File: src/rtl/video_crop.sv
// video_crop: rectangular window extraction on a de/hs/vs pixel stream.
// Optional build macro VIDEO_CROP_MARKER_EN paints the window border all ones.
module video_crop #(
    parameter int DATA_WIDTH = 8,
    parameter int CNT_WIDTH  = 16
) (
    input  logic                  clk,
    input  logic                  rst,
    input  logic [CNT_WIDTH-1:0]  crop_x,
    input  logic [CNT_WIDTH-1:0]  crop_y,
    input  logic [CNT_WIDTH-1:0]  crop_w,
    input  logic [CNT_WIDTH-1:0]  crop_h,
    input  logic [DATA_WIDTH-1:0] di_i,
    input  logic                  de_i,
    input  logic                  hs_i,
    input  logic                  vs_i,
    output logic [DATA_WIDTH-1:0] do_o,
    output logic                  de_o,
    output logic                  hs_o,
    output logic                  vs_o,
    output logic [CNT_WIDTH-1:0]  pix_count_o,
    output logic [CNT_WIDTH-1:0]  line_count_o,
    output logic                  err_o
);

    typedef enum logic [1:0] {
        S_IDLE,
        S_WAIT_FRAME,
        S_ACTIVE,
        S_FRAME_DONE
    } state_t;

    localparam logic [CNT_WIDTH-1:0] C_ONE = 1;
    localparam logic [CNT_WIDTH:0]   L_ONE = 1;

    state_t                r_state;
    logic [CNT_WIDTH-1:0]  r_cx;
    logic [CNT_WIDTH-1:0]  r_cy;
    logic [CNT_WIDTH-1:0]  r_cw;
    logic [CNT_WIDTH-1:0]  r_ch;
    logic [CNT_WIDTH-1:0]  r_x_cnt;
    logic [CNT_WIDTH-1:0]  r_y_cnt;
    logic                  r_hs_d;
    logic                  r_vs_d;
    logic                  r_short;

    logic [CNT_WIDTH:0]    w_xend;
    logic [CNT_WIDTH:0]    w_yend;
    logic [CNT_WIDTH-1:0]  w_lines;
    logic [DATA_WIDTH-1:0] w_pix;
    logic                  w_hs_rise;
    logic                  w_vs_rise;
    logic                  w_in_x;
    logic                  w_in_y;
    logic                  w_in_win;
    logic                  w_past_x;
    logic                  w_last_row;
    logic                  w_win_en;
    logic                  w_line_short;
    logic                  w_err;
    logic                  w_fire;

    // Window ends carry one extra bit so x+w never wraps.
    assign w_xend    = {1'b0, r_cx} + {1'b0, r_cw};
    assign w_yend    = {1'b0, r_cy} + {1'b0, r_ch};
    assign w_hs_rise = hs_i & ~r_hs_d;
    assign w_vs_rise = vs_i & ~r_vs_d;

    assign w_in_x   = (r_x_cnt >= r_cx) && ({1'b0, r_x_cnt} < w_xend);
    assign w_in_y   = (r_y_cnt >= r_cy) && ({1'b0, r_y_cnt} < w_yend);
    assign w_in_win = de_i & ~hs_i & ~vs_i & w_in_x & w_in_y;
    assign w_past_x = {1'b0, r_x_cnt} >= w_xend;
    assign w_last_row = ({1'b0, r_y_cnt} + L_ONE) >= w_yend;
    assign w_win_en = (r_cw != '0) && (r_ch != '0);
    assign w_fire   = w_in_win &&
                      (r_state == S_WAIT_FRAME || r_state == S_ACTIVE);

    // A line that closes together with vs_i still counts toward the frame.
    assign w_lines = r_y_cnt + {{(CNT_WIDTH-1){1'b0}}, w_hs_rise};
    assign w_line_short = w_hs_rise && w_in_y && !w_past_x;
    assign w_err = w_win_en &&
                   (({1'b0, w_lines} < w_yend) || r_short || w_line_short);

`ifdef VIDEO_CROP_MARKER_EN
    logic w_border;

    assign w_border = (r_x_cnt == r_cx) ||
                      ({1'b0, r_x_cnt} == (w_xend - L_ONE)) ||
                      (r_y_cnt == r_cy) ||
                      ({1'b0, r_y_cnt} == (w_yend - L_ONE));
    assign w_pix = w_border ? '1 : di_i;
`else
    assign w_pix = di_i;
`endif

    always_ff @(posedge clk) begin
        if (rst) begin
            r_cx         <= '0;
            r_cy         <= '0;
            r_cw         <= '0;
            r_ch         <= '0;
            r_x_cnt      <= '0;
            r_y_cnt      <= '0;
            r_hs_d       <= 1'b1;
            r_vs_d       <= 1'b1;
            r_short      <= 1'b0;
            pix_count_o  <= '0;
            line_count_o <= '0;
            err_o        <= 1'b0;
        end else begin
            r_hs_d <= hs_i;
            r_vs_d <= vs_i;
            if (vs_i) begin
                r_cx <= crop_x;
                r_cy <= crop_y;
                r_cw <= crop_w;
                r_ch <= crop_h;
            end
            if (hs_i) begin
                r_x_cnt <= '0;
            end else if (de_i) begin
                r_x_cnt <= r_x_cnt + C_ONE;
            end
            if (vs_i) begin
                r_y_cnt <= '0;
            end else if (w_hs_rise) begin
                r_y_cnt <= r_y_cnt + C_ONE;
            end
            if (vs_i) begin
                r_short <= 1'b0;
            end else if (w_line_short) begin
                r_short <= 1'b1;
            end
            if (w_hs_rise) begin
                pix_count_o <= r_x_cnt;
            end
            if (w_vs_rise) begin
                line_count_o <= w_lines;
            end
            err_o <= w_vs_rise && w_err;
        end
    end

    always_ff @(posedge clk) begin
        if (rst) begin
            r_state <= S_IDLE;
            do_o    <= '0;
            de_o    <= 1'b0;
            hs_o    <= 1'b1;
            vs_o    <= 1'b1;
        end else begin
            de_o <= 1'b0;
            if (w_fire) begin
                do_o <= w_pix;
            end
            unique case (r_state)
                S_IDLE: begin
                    hs_o <= 1'b1;
                    vs_o <= 1'b1;
                    if (vs_i) begin
                        r_state <= S_WAIT_FRAME;
                    end
                end
                S_WAIT_FRAME: begin
                    if (w_in_win) begin
                        de_o    <= 1'b1;
                        hs_o    <= 1'b0;
                        vs_o    <= 1'b0;
                        r_state <= S_ACTIVE;
                    end
                end
                S_ACTIVE: begin
                    if (vs_i) begin
                        hs_o    <= 1'b1;
                        vs_o    <= 1'b1;
                        r_state <= S_FRAME_DONE;
                    end else if (w_in_win) begin
                        de_o <= 1'b1;
                        hs_o <= 1'b0;
                    end else if (w_past_x || hs_i) begin
                        hs_o <= 1'b1;
                        // During hblank y_cnt already points at the next row.
                        if (w_last_row && (w_hs_rise || !hs_i)) begin
                            vs_o    <= 1'b1;
                            r_state <= S_FRAME_DONE;
                        end
                    end
                end
                S_FRAME_DONE: begin
                    hs_o <= 1'b1;
                    vs_o <= 1'b1;
                    if (vs_i) begin
                        r_state <= S_WAIT_FRAME;
                    end
                end
                default: begin
                    r_state <= S_IDLE;
                end
            endcase
        end
    end

endmodule

File: config.mk
export PLATFORM = sky130hd
export DESIGN_NAME = video_crop
export DESIGN_NICKNAME = d
export VERILOG_FILES = /design/src/rtl/video_crop.sv
export SDC_FILE = /design/constraint.sdc
export NUM_CORES = 1
export LEC_CHECK = 0
export ABC_AREA = 1
export CAP_MARGIN = 0
export CORE_ASPECT_RATIO = 1.4
export CORE_MARGIN = 4
export CORE_UTILIZATION = 40
export CTS_BUF_LIST = sky130_fd_sc_hd__clkbuf_4 sky130_fd_sc_hd__clkbuf_8
export DETAILED_ROUTE_END_ITERATION = 12
export MAX_ROUTING_LAYER = met4
export SLEW_MARGIN = 20
export SYNTH_ARGS = -nofsm -noshare
export SYNTH_HDL_FRONTEND = slang
export SYNTH_SLANG_ARGS = --single-unit
File: constraint.sdc
create_clock -name clk -period 7.05 [get_ports clk]
set_clock_uncertainty 0.15 [all_clocks]
set_input_delay 1.41 -clock clk [delete_from_list [all_inputs] [get_ports clk]]
set_output_delay 1.41 -clock clk [all_outputs]
set_load 0.05 [all_outputs]
==> flow_summary.yaml <==
synthesis:
  synth.area.top_cells: "dfxtp_1 (31%), ha_1 (18%), nand2_1 (8.4%)"
  synth_top_area_cell: "dfxtp_1"
  yosysSeqAreaShare: 0.308
  yosys_warnings: 0
  synth-seq-cells: 145
  synth_top_cell_area_share: 0.308
  synth.avg_cell_area_um2: 7.25
  synth_edf_count: 0
  synth_cell_types: 42
  synth_cells: 1300
  synthArstFlopShare: 0
  syn_nets: 1513
  synthFlopType: "dfxtp_1"
  synth_area_um2: 9430
route:
  wirelength_um: 27100
  post_drt_via_cell_ratio: 5.13
  first_iter_violations: 362
  vias: 8850
  wl_per_cell_um: 15.7
  drt_first_pass_iters: 5
  antenna_left: 0
  drc: 0
clock_tree:
  htreeDepth: 4
  clk-insertion-delay-late_ns: 0.47
  postCtsResizedCells: 0
  cts_buffers: 17
  hold_buffers: 0
  cts_setup_buffers: 0
  clock_sinks: 145
  cts_tree: "done"
  root_buffer: "clkbuf_8"
  clk_pin_slew_ns: 0.08
  cts_buffer_depth: 2
global_route:
  grt_usage: 0.222
  grt_pass1_wl_um: 44200
  grt_antenna_before_repair: 0
  first_global_vias: 8952
  gr-total-overflow: 0
  grt_max_degree: 70
place:
  portBuffers: 120
  pre_cts_slack_ns: 2.47
  place_congestion: 0.960
  hpwl_um: 21500
min_path:
  holdCritPathClass: "reg2reg"
  whs_path_depth: 2
finish:
  final_cell_mix: "nand2_1 (211), inv_1 (158), dfxtp_1 (145)"
  insertedDiodeCount: 0
  area_growth_syn_to_layout_pct: 19.5
  fillers: 2391
  fin_nets: 1618
  final_common_cell: "nand2_1"
  drive_above_1_share: 0.0423
  fin_util: 0.486
worst_setup_path:
  cp_cell_sequence: "ha_1, nand2_1, o21ai_0, a21oi_1, o21ai_0, a31oi_1, o21ai_0, nand2_1, nand2_1, a21oi_1, xor2_1, ha_1, a21oi_1, nand2_1, a21oi_1, nor2_1, nor2_1, nand3_2, inv_2, nand2_4, o211ai_2, nand3_1"
  slowest_delay_ns: 0.36
  cp.buffers_inverters: 1
  critical_path.endpoint_type: "flop"
  startpoint_type: "flop"
  path_delay_family: "compound AO/OA/AOI/OAI gates"
  required_ns: 7.24
  crit_cells: 22
  r2r_slack_ns: 2.81
  crit_arrival_ns: 4.43
  path_class: "reg2reg"
  crit_fanout: 10
  cp_slowest_cell: "ha_1"
  reg2reg_depth: 22
timing:
  fin_tns_setup_ns: 0
  fin_crit_ns: 4.24
  setup_viol: 0
  fin_crit_sh: 0.602
  fin_ws_ns: 2.81
  fmax_mhz: 236
  rsz0062_at_grt: "no"
  tightest_slew_ns: 0.886
  hold_viol: 0
  slew_violations: 0
  slew_headroom: 0.408
die:
  fp.dieH_um: 190
  io_pins: 121
  die_x_um: 138
  floorplan.rows: 66
  initial_core_util: 0.406
  dieArea_um2: 26100
  core_um2: 23200
power:
  total_leakage_power_uw: 0.00517
  max-vdd-ir-drop_mv: 0.118
  p_per_area_nw_per_um2: 181
status:
  status: "completed"
job:
  max_cap_violations: 0
registers in the layout (all words and copies together) (netlist names), 2 cells and up:
signal and count:
r_cx 16, pix_count_o 16, r_ch 16, r_state 2, r_cw 16, r_x_cnt 16, line_count_o 16, r_cy 16
r_y_cnt 16, do_o 8
report_power, final:
group	internal (uW)	switching (uW)	leakage, uW
sequential	861	33.6	0.00119
combinational	196	321	0.00380
clock	253	369	0.000181
through the flow:
step / instance area (um^2) / cells / power [uW] / hold WS [ns]
floorplan: 9430 / 1300 / 1260 / 0.294
global placement: 10900 / 1692 / 1430 / 0.301
detailed placement: 10900 / 1692 / 1430 / 0.308
CTS: 11300 / 1724 / 2060 / 0.319
global route: 11300 / 1724 / 2170 / 0.335
finish: 11300 / 1724 / 2030 / 0.314
synth_stat cells (22+ instances only):
cell,count
a21oi_1,116
clkbuf_1,35
dfxtp_1,145
ha_1,134
inv_1,159
nand2_1,211
nand3_1,111
nand4_1,22
nor2_1,110
nor3_1,23
o21ai_0,114
xor2_1,42
cell families after synthesis:
group / Yosys count / synth area share
XOR/XNOR: 53 / 0.0492
adder cells (fa/ha/maj): 136 / 0.182
buffers and inverters: 203 / 0.0812
AO/OA/AOI/OAI: 261 / 0.148
AND/OR/NAND/NOR: 502 / 0.232
flip-flops: 145 / 0.308
tightest hold or removal path: stages, from the launching register on:
cell and delay (ns):
dfxtp_1 0.31, nand2_1 0.06, a21oi_1 0.05
final timing paths:
kind / from / to
setup reg to reg: r_cw[6] / hs_o
setup / recovery: r_cw[6] / hs_o
hold reg to reg: do_o[6] / do_o[6]
hold / removal: do_o[6] / do_o[6]
area by class of cell:
type	count	area [um^2]	area share
repair buffers	125	1230	0.109
clock inverters	15	130	0.0115
inverters	164	616	0.0546
well taps	306	383	0.0340
multi-input cells	952	5770	0.512
flip-flops and latches	145	2900	0.258
clock buffers	17	234	0.0208
layer usage:
layer,vias up,part of all wire,global-route usage
li1,4580,-,-
met1,4046,0.38,0.225
met2,167,0.55,0.420
met3,57,0.029,0.0304
met4,0,0.037,0.0897
met5,-,0,-
Power figures use the tool's default switching activity.
==> RTL edit 1, RTL diff (same flow settings) <==
Add an input register stage for `crop_h`; this delays it by one clock. The other inputs are not delayed to match.
--- a/src/rtl/video_crop.sv
+++ b/src/rtl/video_crop.sv
@@ -33,6 +33,12 @@
     localparam logic [CNT_WIDTH-1:0] C_ONE = 1;
     localparam logic [CNT_WIDTH:0]   L_ONE = 1;
 
+    logic [CNT_WIDTH-1:0] crop_h_q;
+
+    always_ff @(posedge clk) begin
+        crop_h_q <= crop_h;
+    end
+
     state_t                r_state;
     logic [CNT_WIDTH-1:0]  r_cx;
     logic [CNT_WIDTH-1:0]  r_cy;
@@ -114,7 +120,7 @@
                 r_cx <= crop_x;
                 r_cy <= crop_y;
                 r_cw <= crop_w;
-                r_ch <= crop_h;
+                r_ch <= crop_h_q;
             end
             if (hs_i) begin
                 r_x_cnt <= '0;
Function: changed (a bounded check fails within 4 cycles, from zero or initial values and one cycle with rst high).
==> RTL edit 1 against the unedited design <==
  * Combinational power grew 2%
  * Register-to-register slack lost 0.13 ns
  * Synthesized area grew 3.3%
  * Sequential cell count grew 16
  * Setup slack lost 0.16 ns
  * Clock power grew 12%
  * Routed wire length grew 1.8%
  * Count of clock-buffer cells in the layout grew 1
  * Final area grew 3.1%
  * First-iteration DRC count grew 27%
  * Total power grew 8.6%
  * Hold slack lost 0.0069 ns
  * Synthesized cell count grew 0.92%
  * Critical path type is now in -> reg
  * Critical endpoint is now err_o
==> RTL edit 1: results (changes against the unedited design) <==
[clock_network]
cts-root-buf = clkbuf_8
insertion_delay_ns = 0.48
clkTransAtPathRegs_ns = 0.09
cts_resized = 0  ; unchanged
ctsHtreeMaxLevel = 4  ; unchanged
cts_buffer_depth = 2  ; unchanged
numCtsBuffers = 17  ; unchanged
cts_setup_buffers = 0  ; unchanged

[logic_synthesis]
synthTopCellsByArea = dfxtp_1 (33%), ha_1 (17%), nand2_1 (8.6%)
synth_ff_type = dfxtp_1
netlist_top_cells_count = nand2_1 (224), dfxtp_1 (161), inv_1 (153)
yosys_warnings = 0  ; unchanged
syn-num-nets = 1525  ; +0.79%
seq_area_frac_synth_pct = 33.1  ; +2.3 points
synthArstFlopShare_pct = 0  ; unchanged
synth_cell_types = 41  ; -2.4%

[layout]
final_nets = 1632  ; +0.87%
n_antenna_cell = 0  ; unchanged
drive_above_1_share_pct = 4.19  ; -0.041 points

[place]
port_buffers = 120  ; unchanged
routabilityCongestion = 0.897  ; -6.5%
dp_hpwl_um = 21700  ; +1.1%

[worst_hold_path]
hp-class = reg -> reg
hold_path.startpoint = crop_h_q[12]

[power]
switching_share_pct = 34.2  ; -1.3 points
p_leak_nw = 5.42  ; +4.8%
ir_worst_vdd_mv = 0.117  ; -1.0%

[grt]
grt_use_total_pct = 21.1  ; -1.1 points
grt_pass1_vias = 8980  ; +0.31%
grt_pass1_wl_um = 43900  ; -0.62%
overflow = 0  ; unchanged
antenna_found_initial = 0  ; unchanged
grt_max_degree = 50  ; -29%

[worst_setup_path]
crit_start = hs_i
crit_arrival_ns = 4.66  ; +0.23 ns
crit_slowest_cell = clkdlybuf4s50_1
reg2reg_slack_ns = 2.68  ; -0.13 ns
r2r_start = r_ch[2]
path_max_fanout = 5  ; -5
critPathMaxStageDelay_ns = 0.58  ; +0.22 ns

[routing]
first_pass_iters = 5  ; unchanged
avgRoutedWirePerCell_um = 15.8  ; +0.71%
vias_per_cell = 5.15  ; +0.41%
dr.first_iter.drc_count = 461  ; +27%

[timing]
tightest_slew_ns = 1.10  ; +0.219 ns

[outcome]
status = completed

## RTL edit 1: cell type report
class / count / area, µm²
clock inverter: 14 / 144
timing repair buffer: 126 / 1240
clock buffer: 18 / 248
multi-input combinational: 955 / 5780
fill: 2503 / 12400
sequential: 161 / 3220
inverter: 158 / 593
tap: 310 / 388
## RTL edit 1: cells by family after synthesis
kind of cell | share of synthesized area [%]
xor gates and xnor gates | 4.95
adders and majority gates | 17.6
DFF | 33.1
AOI/OAI and AO/OA | 14.0
and+or+nand+nor | 22.8
buffers and inverters | 7.59
## RTL edit 1: through the flow
step	cells	setup slack, ns	area (µm²)	utilization [%]	hold slack, ns
final	1742	2.65	11600	48.5	0.308
after global routing	1742	2.22	11600	48.5	0.332
after CTS	1742	2.67	11600	48.5	0.313
after detailed placement	1710	2.19	11200	46.8	0.300
after global placement	1710	2.30	11200	46.8	0.291
after floorplan	1312	2.68	9740	-	0.280
## RTL edit 1: power groups by stage
stage	sequential, mW	combinational (mW)	clock [mW]
after floorplan	1.05	0.314	0
after global placement	1.01	0.519	0
after detailed placement	1.01	0.524	0
after CTS	0.992	0.528	0.717
after global routing	0.997	0.593	0.753
final	0.991	0.525	0.694
## RTL edit 1: worst paths after layout
kind                            depth (start not counted)        to
worst max register to register                         27      vs_o
worst min-delay path                                    2  r_ch[12]
worst max-delay path                                   16     err_o
worst min register to register                          2  r_ch[12]
## RTL edit 1: critical path, delay by kind of cell
kind            cells  cell delay [ns]
compound gates      4             0.65
xor+xnor            1             0.19
fa+ha+maj           3             0.70
buf+inv             3             0.73
simple gates        5             1.01
## RTL edit 1: per-layer routing
metal	share of wire (%)	track usage (%)	vias to the layer above
li1	-	-	4621
met5	0	-	-
met4	3.7	9.13	0
met1	40	21.5	4135
met3	3.1	3.00	54
met2	54	40.1	169
==> RTL edit 2, RTL diff (config.mk and constraints unchanged) <==
Made on the original files. `DATA_WIDTH`: 8 -> 10.
--- a/src/rtl/video_crop.sv
+++ b/src/rtl/video_crop.sv
@@ -1,7 +1,7 @@
 // video_crop: rectangular window extraction on a de/hs/vs pixel stream.
 // Optional build macro VIDEO_CROP_MARKER_EN paints the window border all ones.
 module video_crop #(
-    parameter int DATA_WIDTH = 8,
+    parameter int DATA_WIDTH = 10,
     parameter int CNT_WIDTH  = 16
 ) (
     input  logic                  clk,
Interface: changed (resized di_i and do_o); port bits go from 121 to 125. The function was not compared with the original's and may differ.
==> RTL edit 2 against the unedited design <==
  * Synthesized cell count rose by 0.31%
  * Sequential share of layout area increased by 0.054 points
  * Synthesized area is 0.53% higher
  * Critical path type unchanged
  * Routed wire length grew 5.2%
  * Core utilization is 0.39 points higher
  * Sequential cell count increased by 2
  * First-iteration DRC count up 26%
  * Total power increased by 4.6%
  * Largest power group unchanged
  * Highest routed layer unchanged
  * Setup slack got worse by 0.089 ns
  * Critical path depth is 1 lower
  * Via count grew 0.33%
  * Final area up 1.2%
==> RTL edit 2: results (changes against the unedited design) <==
[routing]
first_pass_iters = 4  ; -1
vias_per_cell = 5.12  ; -0.25%
wl_met3_um = 886  ; +12%
dr.first_iter.drc_count = 457  ; +26%

[worst_setup_path]
cpLargestDelayFamily = simple AND/OR/NAND/NOR gates
path_max_fanout = 12  ; +2
crit_slowest_cell = fa_1
crit_arrival_ns = 4.51  ; +0.08 ns

[grt]
grt_use_total_pct = 22.3  ; +0.15 points
grt.met3_usage_pct = 3.60  ; +0.55 points
met2_usage_pct = 41.7  ; -0.23 points

[layout]
buf_share_pct = 11.3  ; +0.36 points
seq_area_um2 = 2940  ; +1.4%
clock_tree_area_fraction_pct = 3.61  ; +0.38 points
area_growth_pct = 20.3
clock_buffers = 24  ; +7
signal_buffers = 131  ; +4.8%
final.fill_count = 2377  ; -0.59%
multi_input_cells = 962  ; +1.1%
n_sequential_cell = 147  ; +1.4%
final_nets = 1629  ; +0.68%

[place]
port_buffers = 124  ; +3.3%
dp_hpwl_um = 22800  ; +6.1%

[logic_synthesis]
synth-adder-area-share_pct = 18.1  ; -0.096 points
synth_compound_area_share_pct = 14.7  ; -0.12 points
synth_cell_types = 39  ; -7.1%
syn-num-nets = 1519  ; +0.40%
seq_area_frac_synth_pct = 31.0  ; +0.26 points
netlist_top_cells_count = nand2_1 (219), inv_1 (152), dfxtp_1 (147)
avgSynthCellArea_um2 = 7.27  ; +0.22%

[timing]
tightest_slew_ns = 0.876  ; -0.0107 ns

[outcome]
status = completed

[power]
ir_worst_vdd_mv = 0.117  ; -0.61%

## RTL edit 2: cell count changes in the layout (fill, tap and decap cells not counted), moves of 5 or more
cell / delta
nand2_1: +8
inv_1: -7
nor2_1: -6
nor3_1: +6
a21oi_1: +5
clkinv_4: -5
## RTL edit 2: power breakdown
group          switching (mW)  internal [mW]  leakage (nW)
sequential             0.0341          0.873          1.20
combinational           0.328          0.197          3.84
clock                   0.332          0.363         0.213
## RTL edit 2: per-stage QoR
step	std cells	setup slack [ns]	power [mW]	hold slack, ns
finish	1734	2.72	2.13	0.314
global route	1734	2.28	2.25	0.337
CTS	1733	2.66	2.15	0.318
detailed placement	1701	2.44	1.45	0.305
global placement	1701	2.50	1.45	0.298
floorplan	1304	2.98	1.27	0.294
## RTL edit 2: final timing paths
check,cells after the start,startpoint,slack [ns],end
max,21,r_ch[0],2.72,hs_o
min,2,do_o[8],0.31,do_o[8]
min reg2reg,2,do_o[8],0.31,do_o[8]
max reg2reg,21,r_ch[0],2.72,hs_o
